$ cat src/rtl/alu_operand_seq.sv
// -----------------------------------------------------------------------------
// alu_operand_seq
//
// Purpose: front-panel operand sequencer for a 4-bit ALU stage. Two raw push
// buttons are synchronized and debounced. "next" captures operand A, then
// operand B, then opcode + carry-in. The captured operation is then presented
// to the downstream ALU stage until it is accepted. "clr" aborts an entry at
// any point.
//
// Ports:
//   clk        in   system clock, all state updates on the rising edge
//   rst        in   asynchronous active-high reset
//   btn_next   in   raw capture/advance button (asynchronous)
//   btn_clr    in   raw abort button (asynchronous)
//   sw_data    in   [3:0] operand value for A or B
//   sw_op      in   [2:0] opcode
//   sw_cin     in   carry-in, captured together with the opcode
//   out_ready  in   downstream ALU stage accepts the current operation
//   a, b       out  [3:0] registered operands
//   op         out  [2:0] registered opcode
//   cin        out  registered carry-in
//   out_valid  out  operation presented to the ALU stage
//   stage      out  [1:0] current FSM state (LED display / debug)
//   txn_count  out  [3:0] completed handshakes, modulo 16
//
// Handshake: out_valid is a register that is 1 exactly while the FSM is in
// S_ISSUE. A transfer completes on a rising edge where out_valid and
// out_ready are both 1. While out_valid is 1, a/b/op/cin do not change.
// out_ready is ignored whenever out_valid is 0.
// -----------------------------------------------------------------------------
module alu_operand_seq #(
   parameter logic [15:0] DEBOUNCE_CNT = 16'd50000
) (
   input  logic       clk,
   input  logic       rst,
   input  logic       btn_next,
   input  logic       btn_clr,
   input  logic [3:0] sw_data,
   input  logic [2:0] sw_op,
   input  logic       sw_cin,
   input  logic       out_ready,
   output logic [3:0] a,
   output logic [3:0] b,
   output logic [2:0] op,
   output logic       cin,
   output logic       out_valid,
   output logic [1:0] stage,
   output logic [3:0] txn_count
);

   typedef enum logic [1:0] {
      S_A     = 2'b00,
      S_B     = 2'b01,
      S_OP    = 2'b10,
      S_ISSUE = 2'b11
   } state_t;

   // Button conditioning registers
   logic        r_next_s1, r_next_s2, r_next_db, r_next_db_q;
   logic        r_clr_s1, r_clr_s2, r_clr_db, r_clr_db_q;
   logic [15:0] r_next_cnt, r_clr_cnt;

   // Datapath / FSM registers
   state_t      r_state;
   logic [3:0]  r_a, r_b, r_txn;
   logic [2:0]  r_op;
   logic        r_cin, r_out_valid;

   // Combinational control
   logic        w_next_hit, w_clr_hit;
   logic        w_next_press, w_clr_press;
   logic        w_xfer;
   state_t      w_state_nxt;
   logic        w_load_a, w_load_b, w_load_op, w_clear;

   // The debounced level flips on the edge where the counter would reach
   // DEBOUNCE_CNT; the counter never exceeds DEBOUNCE_CNT-1, so +1 cannot
   // overflow 16 bits.
   assign w_next_hit = (r_next_cnt + 16'd1) == DEBOUNCE_CNT;
   assign w_clr_hit  = (r_clr_cnt  + 16'd1) == DEBOUNCE_CNT;

   // Press pulse: the first cycle in which the debounced level reads 1.
   assign w_next_press = r_next_db & ~r_next_db_q;
   assign w_clr_press  = r_clr_db  & ~r_clr_db_q;

   assign w_xfer = r_out_valid & out_ready;

   // 2-flop synchronizers and debounce counters
   always_ff @(posedge clk or posedge rst) begin
      if (rst) begin
         r_next_s1   <= 1'b0;
         r_next_s2   <= 1'b0;
         r_next_db   <= 1'b0;
         r_next_db_q <= 1'b0;
         r_next_cnt  <= 16'd0;
         r_clr_s1    <= 1'b0;
         r_clr_s2    <= 1'b0;
         r_clr_db    <= 1'b0;
         r_clr_db_q  <= 1'b0;
         r_clr_cnt   <= 16'd0;
      end else begin
         r_next_s1   <= btn_next;
         r_next_s2   <= r_next_s1;
         r_next_db_q <= r_next_db;
         r_clr_s1    <= btn_clr;
         r_clr_s2    <= r_clr_s1;
         r_clr_db_q  <= r_clr_db;

         if (r_next_s2 == r_next_db) begin
            r_next_cnt <= 16'd0;
         end else if (w_next_hit) begin
            r_next_db  <= ~r_next_db;
            r_next_cnt <= 16'd0;
         end else begin
            r_next_cnt <= r_next_cnt + 16'd1;
         end

         if (r_clr_s2 == r_clr_db) begin
            r_clr_cnt <= 16'd0;
         end else if (w_clr_hit) begin
            r_clr_db  <= ~r_clr_db;
            r_clr_cnt <= 16'd0;
         end else begin
            r_clr_cnt <= r_clr_cnt + 16'd1;
         end
      end
   end

   // FSM next-state and load decode. Clear wins over a simultaneous next.
   always_comb begin
      w_state_nxt = r_state;
      w_load_a    = 1'b0;
      w_load_b    = 1'b0;
      w_load_op   = 1'b0;
      w_clear     = 1'b0;
      if (w_clr_press) begin
         w_state_nxt = S_A;
         w_clear     = 1'b1;
      end else begin
         case (r_state)
            S_A: if (w_next_press) begin
               w_load_a    = 1'b1;
               w_state_nxt = S_B;
            end
            S_B: if (w_next_press) begin
               w_load_b    = 1'b1;
               w_state_nxt = S_OP;
            end
            S_OP: if (w_next_press) begin
               w_load_op   = 1'b1;
               w_state_nxt = S_ISSUE;
            end
            S_ISSUE: if (w_xfer) begin
               w_state_nxt = S_A;
            end
            default: w_state_nxt = S_A;
         endcase
      end
   end

   // FSM state, operand registers, valid flag and transfer counter
   always_ff @(posedge clk or posedge rst) begin
      if (rst) begin
         r_state     <= S_A;
         r_a         <= 4'd0;
         r_b         <= 4'd0;
         r_op        <= 3'd0;
         r_cin       <= 1'b0;
         r_out_valid <= 1'b0;
         r_txn       <= 4'd0;
      end else begin
         r_state     <= w_state_nxt;
         r_out_valid <= (w_state_nxt == S_ISSUE);
         // A transfer completing alongside a clear is still counted.
         if (w_xfer) r_txn <= r_txn + 4'd1;
         if (w_clear) begin
            r_a   <= 4'd0;
            r_b   <= 4'd0;
            r_op  <= 3'd0;
            r_cin <= 1'b0;
         end else begin
            if (w_load_a) r_a <= sw_data;
            if (w_load_b) r_b <= sw_data;
            if (w_load_op) begin
               r_op  <= sw_op;
               r_cin <= sw_cin;
            end
         end
      end
   end

   assign a         = r_a;
   assign b         = r_b;
   assign op        = r_op;
   assign cin       = r_cin;
   assign out_valid = r_out_valid;
   assign stage     = r_state;
   assign txn_count = r_txn;

endmodule

$ cat config.mk
export PLATFORM = sky130hd
export DESIGN_NAME = alu_operand_seq
export DESIGN_NICKNAME = d
export VERILOG_FILES = /design/src/rtl/alu_operand_seq.sv
export SDC_FILE = /design/constraint.sdc
export NUM_CORES = 1
export LEC_CHECK = 0
export CORE_MARGIN = 3
export CORE_UTILIZATION = 45
export DETAILED_ROUTE_END_ITERATION = 16
export PLACE_DENSITY_LB_ADDON = 0.12
export SLEW_MARGIN = 30
export SYNTH_ARGS = -nofsm -noshare
export SYNTH_HDL_FRONTEND = slang
export SYNTH_SLANG_ARGS = --single-unit
$ cat constraint.sdc
create_clock -name clk -period 8.7 [get_ports clk]
set_clock_uncertainty 0.05 [all_clocks]
set_input_delay 2.175 -clock clk [delete_from_list [all_inputs] [get_ports clk]]
set_output_delay 2.175 -clock clk [all_outputs]
set_load 0.01 [all_outputs]
==> flow_summary.toml, run 1 <==
[critical_path]
critical_path.endpoint_type = "primary output"
critical-path-max-stage-delay_ns = 0.58
path_delay_family = "buffers and inverters"
slowest_stage = "sky130_fd_sc_hd__clkdlybuf4s50_1"
cp-start-kind = "register"
worst-endpoint-arrival_ns = 1.39
timing.critical_path.buf_inv = 1
path_max_fanout = 8
setup.worst_path.class = "reg -> out"
critical_path.cell_chain = "clkdlybuf4s50_1"
critical_path_required_ns = 6.48

[sta]
finalSetupTns_ns = 0
worst-slew-pin-transition_ns = 0.7989
final-hold-violation-count = 0
final_max_slew_viol_count = 0
timing.max_slew.rel_slack_pct = 46.33
final_critical_path_time_including_i_o_delays_and_setup_ns = 3.613
setup-violations-final = 0
period_share_pct = 41.53
grt_setup_unrepaired = "false"
fmax_ghz = 0.2768

[floorplan]
initial_core_util_pct = 46.83
core-area_sq_um = 5956
dieArea_sq_um = 7178
die_width_microns = 84.73
num_io_pins = 32
placement_rows = 28
die_h_microns = 84.73

[cells_and_area]
flip_flop_and_latch_area_sq_um = 1476
antenna-diode-count = 0
finish.instance_area_sq_um = 3318
layout.nets = 320
layout.cells.most_common = "sky130_fd_sc_hd__dfrtp_1"
commonest_non_fill_non_tap_cells_in_the_layout = "sky130_fd_sc_hd__dfrtp_1 (59), sky130_fd_sc_hd__nor2_1 (57), sky130_fd_sc_hd__clkdlybuf4s50_1 (31)"
fraction_of_final_layout_cells_sized_beyond_drive_strength_1_pct = 8.766
fillers = 566
area_of_combinational_cells_with_multiple_inputs_sq_um = 1244
area.growth.synth_to_final_pct = 18.98

[global_routing]
grt_pass1_wl_microns = 8901
first_global_vias = 1907
maximum_number_of_pins_on_one_net_before_global_route_repair = 60
total_global_routing_track_utilization_pct = 15.70
grt_antenna_before_repair = 0
overflow = 0

[clock_network]
cts_root_buffer = "sky130_fd_sc_hd__clkbuf_8"
clock_latency_on_the_worst_skew_pair_ns = 0.33
cts_setup_buffers = 0
tritoncts = "built"
ctsLongestPathBuffers = 2
clkTransAtPathRegs_ns = 0.06
number_of_buffers_added_by_the_clock_tree_synthesis_step = 9
ctsResizeCount = 0
clock_sink_count = 59
hold_buffer_count_at_cts = 0
htreeDepth = 3

[drt]
drcViolationCount = 0
ant_nets = 0
detail_route.wirelength_microns = 4890
route.detailed.vias_per_inst = 5.044
drt_first_iter_violations = 83
vias = 1932
routed_wire_length_per_instance_microns = 12.77
detailedRoute.firstPassIterationCount = 4

[synth]
ys_seq_elements = 59
synth_largest_area_cell = "sky130_fd_sc_hd__dfrtp_1"
synth.area.top_cells = "sky130_fd_sc_hd__dfrtp_1 (53%), sky130_fd_sc_hd__nor2_1 (7.7%), sky130_fd_sc_hd__xnor2_1 (6.3%), sky130_fd_sc_hd__mux2i_1 (5.0%), sky130_fd_sc_hd__xor2_1 (4.4%)"
netlist_instances = 270
area_share_of_the_leading_cell_type_in_the_synthesized_netlist_pct = 52.94
share_of_the_yosys_chip_area_belonging_to_registers_pct = 52.94
synthesis.yosys.warnings = 0
synth.cell_area_sq_um = 2789
netlist-cell-type-count = 37
syn_nets = 286
post_synth.cell_area_avg_sq_um = 10.33

[flow_run]
max-cap-violations = 0

[placed_design]
placement.cell_area_sq_um = 3158
gp_congestion = 0.7736
dp_hpwl_microns = 3451
port-buffer-count = 31

[pwr]
worst_ir_drop_vdd_mv = 0.09907
leakage_nw = 1.413
power_per_cell_area_nw_per_um2 = 154.0

[hold_path]
hold_path.class = "reg -> reg"

[outcome]
result_of_the_run = "finished, final reports clean"
-- cell families (layout without fill, tap and decap cells) --
| logic type | after synthesis | count (layout) | synth area share, % |
|---|---|---|---|
| AO/OA/AOI/OAI | 13 | 13 | 3.230 |
| XOR/XNOR | 34 | 34 | 10.68 |
| adder cells (fa/ha/maj) | 3 | 3 | 1.346 |
| buffers and inverters | 16 | 54 | 2.557 |
| flip-flops | 59 | 59 | 52.94 |
| multiplexers | 18 | 18 | 6.639 |
| AND/OR/NAND/NOR | 127 | 127 | 22.61 |
-- synthesized netlist by cell type --
cell type and n:
sky130_fd_sc_hd__o21ai_0 1, sky130_fd_sc_hd__a31o_2 1, sky130_fd_sc_hd__buf_2 2, sky130_fd_sc_hd__nand3b_1 1, sky130_fd_sc_hd__nand4_1 7, sky130_fd_sc_hd__clkbuf_2 1, sky130_fd_sc_hd__a311oi_1 1, sky130_fd_sc_hd__nor4_1 4
sky130_fd_sc_hd__clkbuf_1 5, sky130_fd_sc_hd__o31ai_4 1, sky130_fd_sc_hd__nand2b_1 2, sky130_fd_sc_hd__nor3_1 4, sky130_fd_sc_hd__a31oi_1 1, sky130_fd_sc_hd__nor4bb_1 1, sky130_fd_sc_hd__ha_1 3, sky130_fd_sc_hd__and3_1 1
sky130_fd_sc_hd__or3_2 1, sky130_fd_sc_hd__nor2_1 57, sky130_fd_sc_hd__dfrtp_1 59, sky130_fd_sc_hd__nor3b_1 2, sky130_fd_sc_hd__xnor2_1 20, sky130_fd_sc_hd__nand2_1 11, sky130_fd_sc_hd__and2_1 1, sky130_fd_sc_hd__buf_6 1
sky130_fd_sc_hd__mux2i_1 14, sky130_fd_sc_hd__or3_1 1, sky130_fd_sc_hd__or3b_2 1, sky130_fd_sc_hd__nor2b_1 4, sky130_fd_sc_hd__nor4_2 2, sky130_fd_sc_hd__mux2_2 4, sky130_fd_sc_hd__nor4b_1 1, sky130_fd_sc_hd__inv_1 7
sky130_fd_sc_hd__nand4b_1 3, sky130_fd_sc_hd__a21oi_1 8, sky130_fd_sc_hd__xor2_1 14, sky130_fd_sc_hd__nand3_1 22, sky130_fd_sc_hd__or4_4 1
-- metrics by stage --
stage | hold WS (ns) | power, mW | utilization, % | instances | worst slack (ns)
final | 0.3033 | 0.5110 | 55.71 | 383 | 5.087
after global routing | 0.3085 | 0.5382 | 55.71 | 383 | 5.017
after detailed placement | 0.2894 | 0.3114 | 53.03 | 368 | 5.384
after floorplan | 0.2812 | 0.2998 | - | 270 | 5.019
after CTS | 0.3042 | 0.5226 | 55.71 | 383 | 5.071
after global placement | 0.2831 | 0.3113 | 52.98 | 368 | 5.391
-- metal layers --
layer  vias up  GRT usage, %  routed length [microns]
met5         -             0                        0
met4         0         5.180                       44
met3         4         6.771                      165
met2        27         23.35                     2315
met1       917         20.71                     2364
li1        984             -                        -
-- cell type report --
type | instances | area share (%)
Inverter | 7 | 0.7919
Clock buffer | 12 | 4.374
Multi-Input combinational cell | 195 | 37.48
Clock inverter | 3 | 0.4525
Timing Repair Buffer | 32 | 9.578
Sequential cell | 59 | 44.49
Tap cell | 75 | 2.828
-- report_power, final --
part	switching (mW)	leakage [nW]	internal, mW
sequential	0.00398	0.796	0.279
clock	0.0972	0.0860	0.108
combinational	0.0126	0.532	0.0105
total	0.114	1.41	0.397
-- registers in the layout, indices dropped and copies added (netlist names) --
signal / count
txn_count: 4
r_clr_s2: 1
op: 3
stage: 2
r_next_db_q: 1
b: 4
r_next_s2: 1
r_next_db: 1
r_next_cnt: 16
out_valid: 1
r_clr_cnt: 16
r_clr_db: 1
a: 4
r_clr_s1: 1
r_clr_db_q: 1
r_next_s1: 1
cin: 1
-- worst paths after layout --
check,slack [ns],from,to,cells past startpoint
worst max register to register,5.65,r_clr_cnt[0]$_DFF_PP0_,r_clr_cnt[4]$_DFF_PP0_,7
min in group asynchronous,2.32,rst,a[3]$_DFFE_PP0P_,3
worst max-delay path,5.09,stage[0]$_DFF_PP0_,stage[0],1
max in group asynchronous,5.78,rst,b[0]$_DFFE_PP0P_,3
worst min-delay path,0.30,r_clr_s1$_DFF_PP0_,r_clr_s2$_DFF_PP0_,0
worst min register to register,0.30,r_clr_s1$_DFF_PP0_,r_clr_s2$_DFF_PP0_,0
(Power assumes the default switching activity.)
==> run 2, diff against run 1 <==
==> constraint.sdc (replaced) <==
create_clock -name clk -period 3.5 [get_ports clk]
set_clock_uncertainty 0.05 [all_clocks]
set_input_delay 0.875 -clock clk [delete_from_list [all_inputs] [get_ports clk]]
set_output_delay 0.875 -clock clk [all_outputs]
set_load 0.01 [all_outputs]
==> flow_summary.toml, run 2 (synthesis gave the netlist of run 1 again) <==
[pwr]
switching_share_pct = 19.63
worst_ir_drop_vdd_mv = 0.2839
leakage_nw = 1.455
share_seq_of_total_power_pct = 46.7
comb_power_share_pct = 3.9
power.share.clock_pct = 49.4
net-switching-power_uw = 295.4
internal_power_mw = 1.209
power_per_cell_area_nw_per_um2 = 441.7

[clock_network]
htreeDepth = 3
ctsResizeCount = 0
cts_setup_buffers = 0
ctsLongestPathBuffers = 2
tritoncts = "built"
clock_latency_on_the_worst_skew_pair_ns = 0.33
clkTransAtPathRegs_ns = 0.06
number_of_buffers_added_by_the_clock_tree_synthesis_step = 9
clock_sink_count = 59
cts_root_buffer = "sky130_fd_sc_hd__clkbuf_8"
hold_buffer_count_at_cts = 0

[floorplan]
num_io_pins = 32
placement_rows = 28
die_h_microns = 84.73
initial_core_util_pct = 46.83
dieArea_sq_um = 7178
die_width_microns = 84.73
core-area_sq_um = 5956

[global_routing]
maximum_number_of_pins_on_one_net_before_global_route_repair = 29
grt_pass1_wl_microns = 8631
total_global_routing_track_utilization_pct = 15.19
grt_antenna_before_repair = 0
first_global_vias = 1872
overflow = 0

[sta]
final_max_slew_viol_count = 0
grt_setup_unrepaired = "false"
final-hold-violation-count = 0
timing.max_slew.rel_slack_pct = 43.62
final_critical_path_time_including_i_o_delays_and_setup_ns = 3.017
finalSetupTns_ns = 0
setup-violations-final = 0
period_share_pct = 86.20
worst-slew-pin-transition_ns = 0.8393
fmax_ghz = 0.3314

[cells_and_area]
area.growth.synth_to_final_pct = 22.16
fraction_of_final_layout_cells_sized_beyond_drive_strength_1_pct = 9.677
antenna-diode-count = 0
final_cells = 385
layout.cells.most_common = "sky130_fd_sc_hd__dfrtp_1"
largestRegisters = "r_clr_cnt x16, r_next_cnt x16"
layout.nets = 321
finish.instance_area_sq_um = 3407
commonest_non_fill_non_tap_cells_in_the_layout = "sky130_fd_sc_hd__dfrtp_1 (59), sky130_fd_sc_hd__nor2_1 (57), sky130_fd_sc_hd__clkdlybuf4s50_1 (31)"

[drt]
drcViolationCount = 0
detailedRoute.firstPassIterationCount = 4
detail_route.wirelength_microns = 5016
routed_wire_length_per_instance_microns = 13.03
vias = 1989
ant_nets = 0
drt_first_iter_violations = 95
route.detailed.vias_per_inst = 5.166

[critical_path]
ff2ff_path_depth = 7
worst-endpoint-arrival_ns = 3.16
setup.worst_path.class = "reg -> reg"
critical_path_required_ns = 3.64
path_max_fanout = 12
cp-start-kind = "register"
critical_path.endpoint_type = "register"

[flow_run]
max-cap-violations = 0

[placed_design]
numPlacedInstances = 369
dp_hpwl_microns = 3570
gp_congestion = 0.7879
placement.cell_area_sq_um = 3166
port-buffer-count = 31

[outcome]
result_of_the_run = "finished, final reports clean"

[hold_path]
hold_path.class = "reg -> reg"
whs_path_cells = 0
run 2: changes by cell type in the layout (fill, tap and decap cells not counted), sizes merged:
| cell | delta |
|---|---|
| bufinv | +3 |
| buf | +1 |
| clkbuf | -1 |
| clkinv | -1 |
run 2: worst paths after layout:
| kind | startpoint | endpoint | slack [ns] |
|---|---|---|---|
| worst max-delay path | r_clr_cnt[0]$_DFF_PP0_ | r_clr_cnt[8]$_DFF_PP0_ | 0.48 |
| worst min-delay path | r_clr_s1$_DFF_PP0_ | r_clr_s2$_DFF_PP0_ | 0.30 |
| worst max register to register | r_clr_cnt[0]$_DFF_PP0_ | r_clr_cnt[8]$_DFF_PP0_ | 0.48 |
| worst min register to register | r_clr_s1$_DFF_PP0_ | r_clr_s2$_DFF_PP0_ | 0.30 |
| max in group asynchronous | rst | op[2]$_DFFE_PP0P_ | 1.89 |
| min in group asynchronous | rst | r_next_cnt[4]$_DFF_PP0_ | 0.88 |
run 2: power by group through the flow:
| stage | clock network [mW] | logic [mW] | registers, mW |
|---|---|---|---|
| after floorplan | 0 | 0.0313 | 0.714 |
| after detailed placement | 0 | 0.0598 | 0.715 |
| after global routing | 0.797 | 0.0660 | 0.704 |
| final | 0.744 | 0.0588 | 0.703 |
| after CTS | 0.767 | 0.0611 | 0.702 |
| after global placement | 0 | 0.0600 | 0.714 |
run 2: area by class of cell:
class | count | area [sq um]
multi-input combinational | 195 | 1244
inverter | 7 | 26.28
timing repair buffer | 33 | 325.3
clock buffer | 11 | 141.4
clock inverter | 5 | 100.1
fill | 531 | 2549
tap | 75 | 93.84
sequential | 59 | 1476
run 2: metrics by stage:
| stage | hold WS, ns | util, % | power (mW) | setup WS (ns) |
|---|---|---|---|---|
| after CTS | 0.3031 | 57.21 | 1.530 | 0.4671 |
| after detailed placement | 0.2873 | 53.15 | 0.7745 | 0.4985 |
| after floorplan | 0.2812 | - | 0.7451 | 0.7724 |
| after global placement | 0.2825 | 53.11 | 0.7742 | 0.5724 |
| final | 0.3007 | 57.21 | 1.505 | 0.4829 |
| after global routing | 0.3085 | 57.21 | 1.567 | 0.2736 |
run 2: worst max-delay path, stage by stage, from the launching register on:
cell and delay [ns]:
sky130_fd_sc_hd__dfrtp_1 0.43, sky130_fd_sc_hd__ha_1 0.29, sky130_fd_sc_hd__nand3_1 0.23, sky130_fd_sc_hd__or3_2 0.56, sky130_fd_sc_hd__mux2i_1 0.14, sky130_fd_sc_hd__or4_4 0.55
sky130_fd_sc_hd__o31ai_4 0.52, sky130_fd_sc_hd__nor2_1 0.10
run 2: per-layer routing:
layer / track usage (%) / part of all wire (%) / wire length (microns)
met1: 19.99 / 49 / 2437
met4: 4.748 / 0.96 / 48
met2: 23.49 / 48 / 2390
met5: 0 / 0 / 0
met3: 5.594 / 2.8 / 140
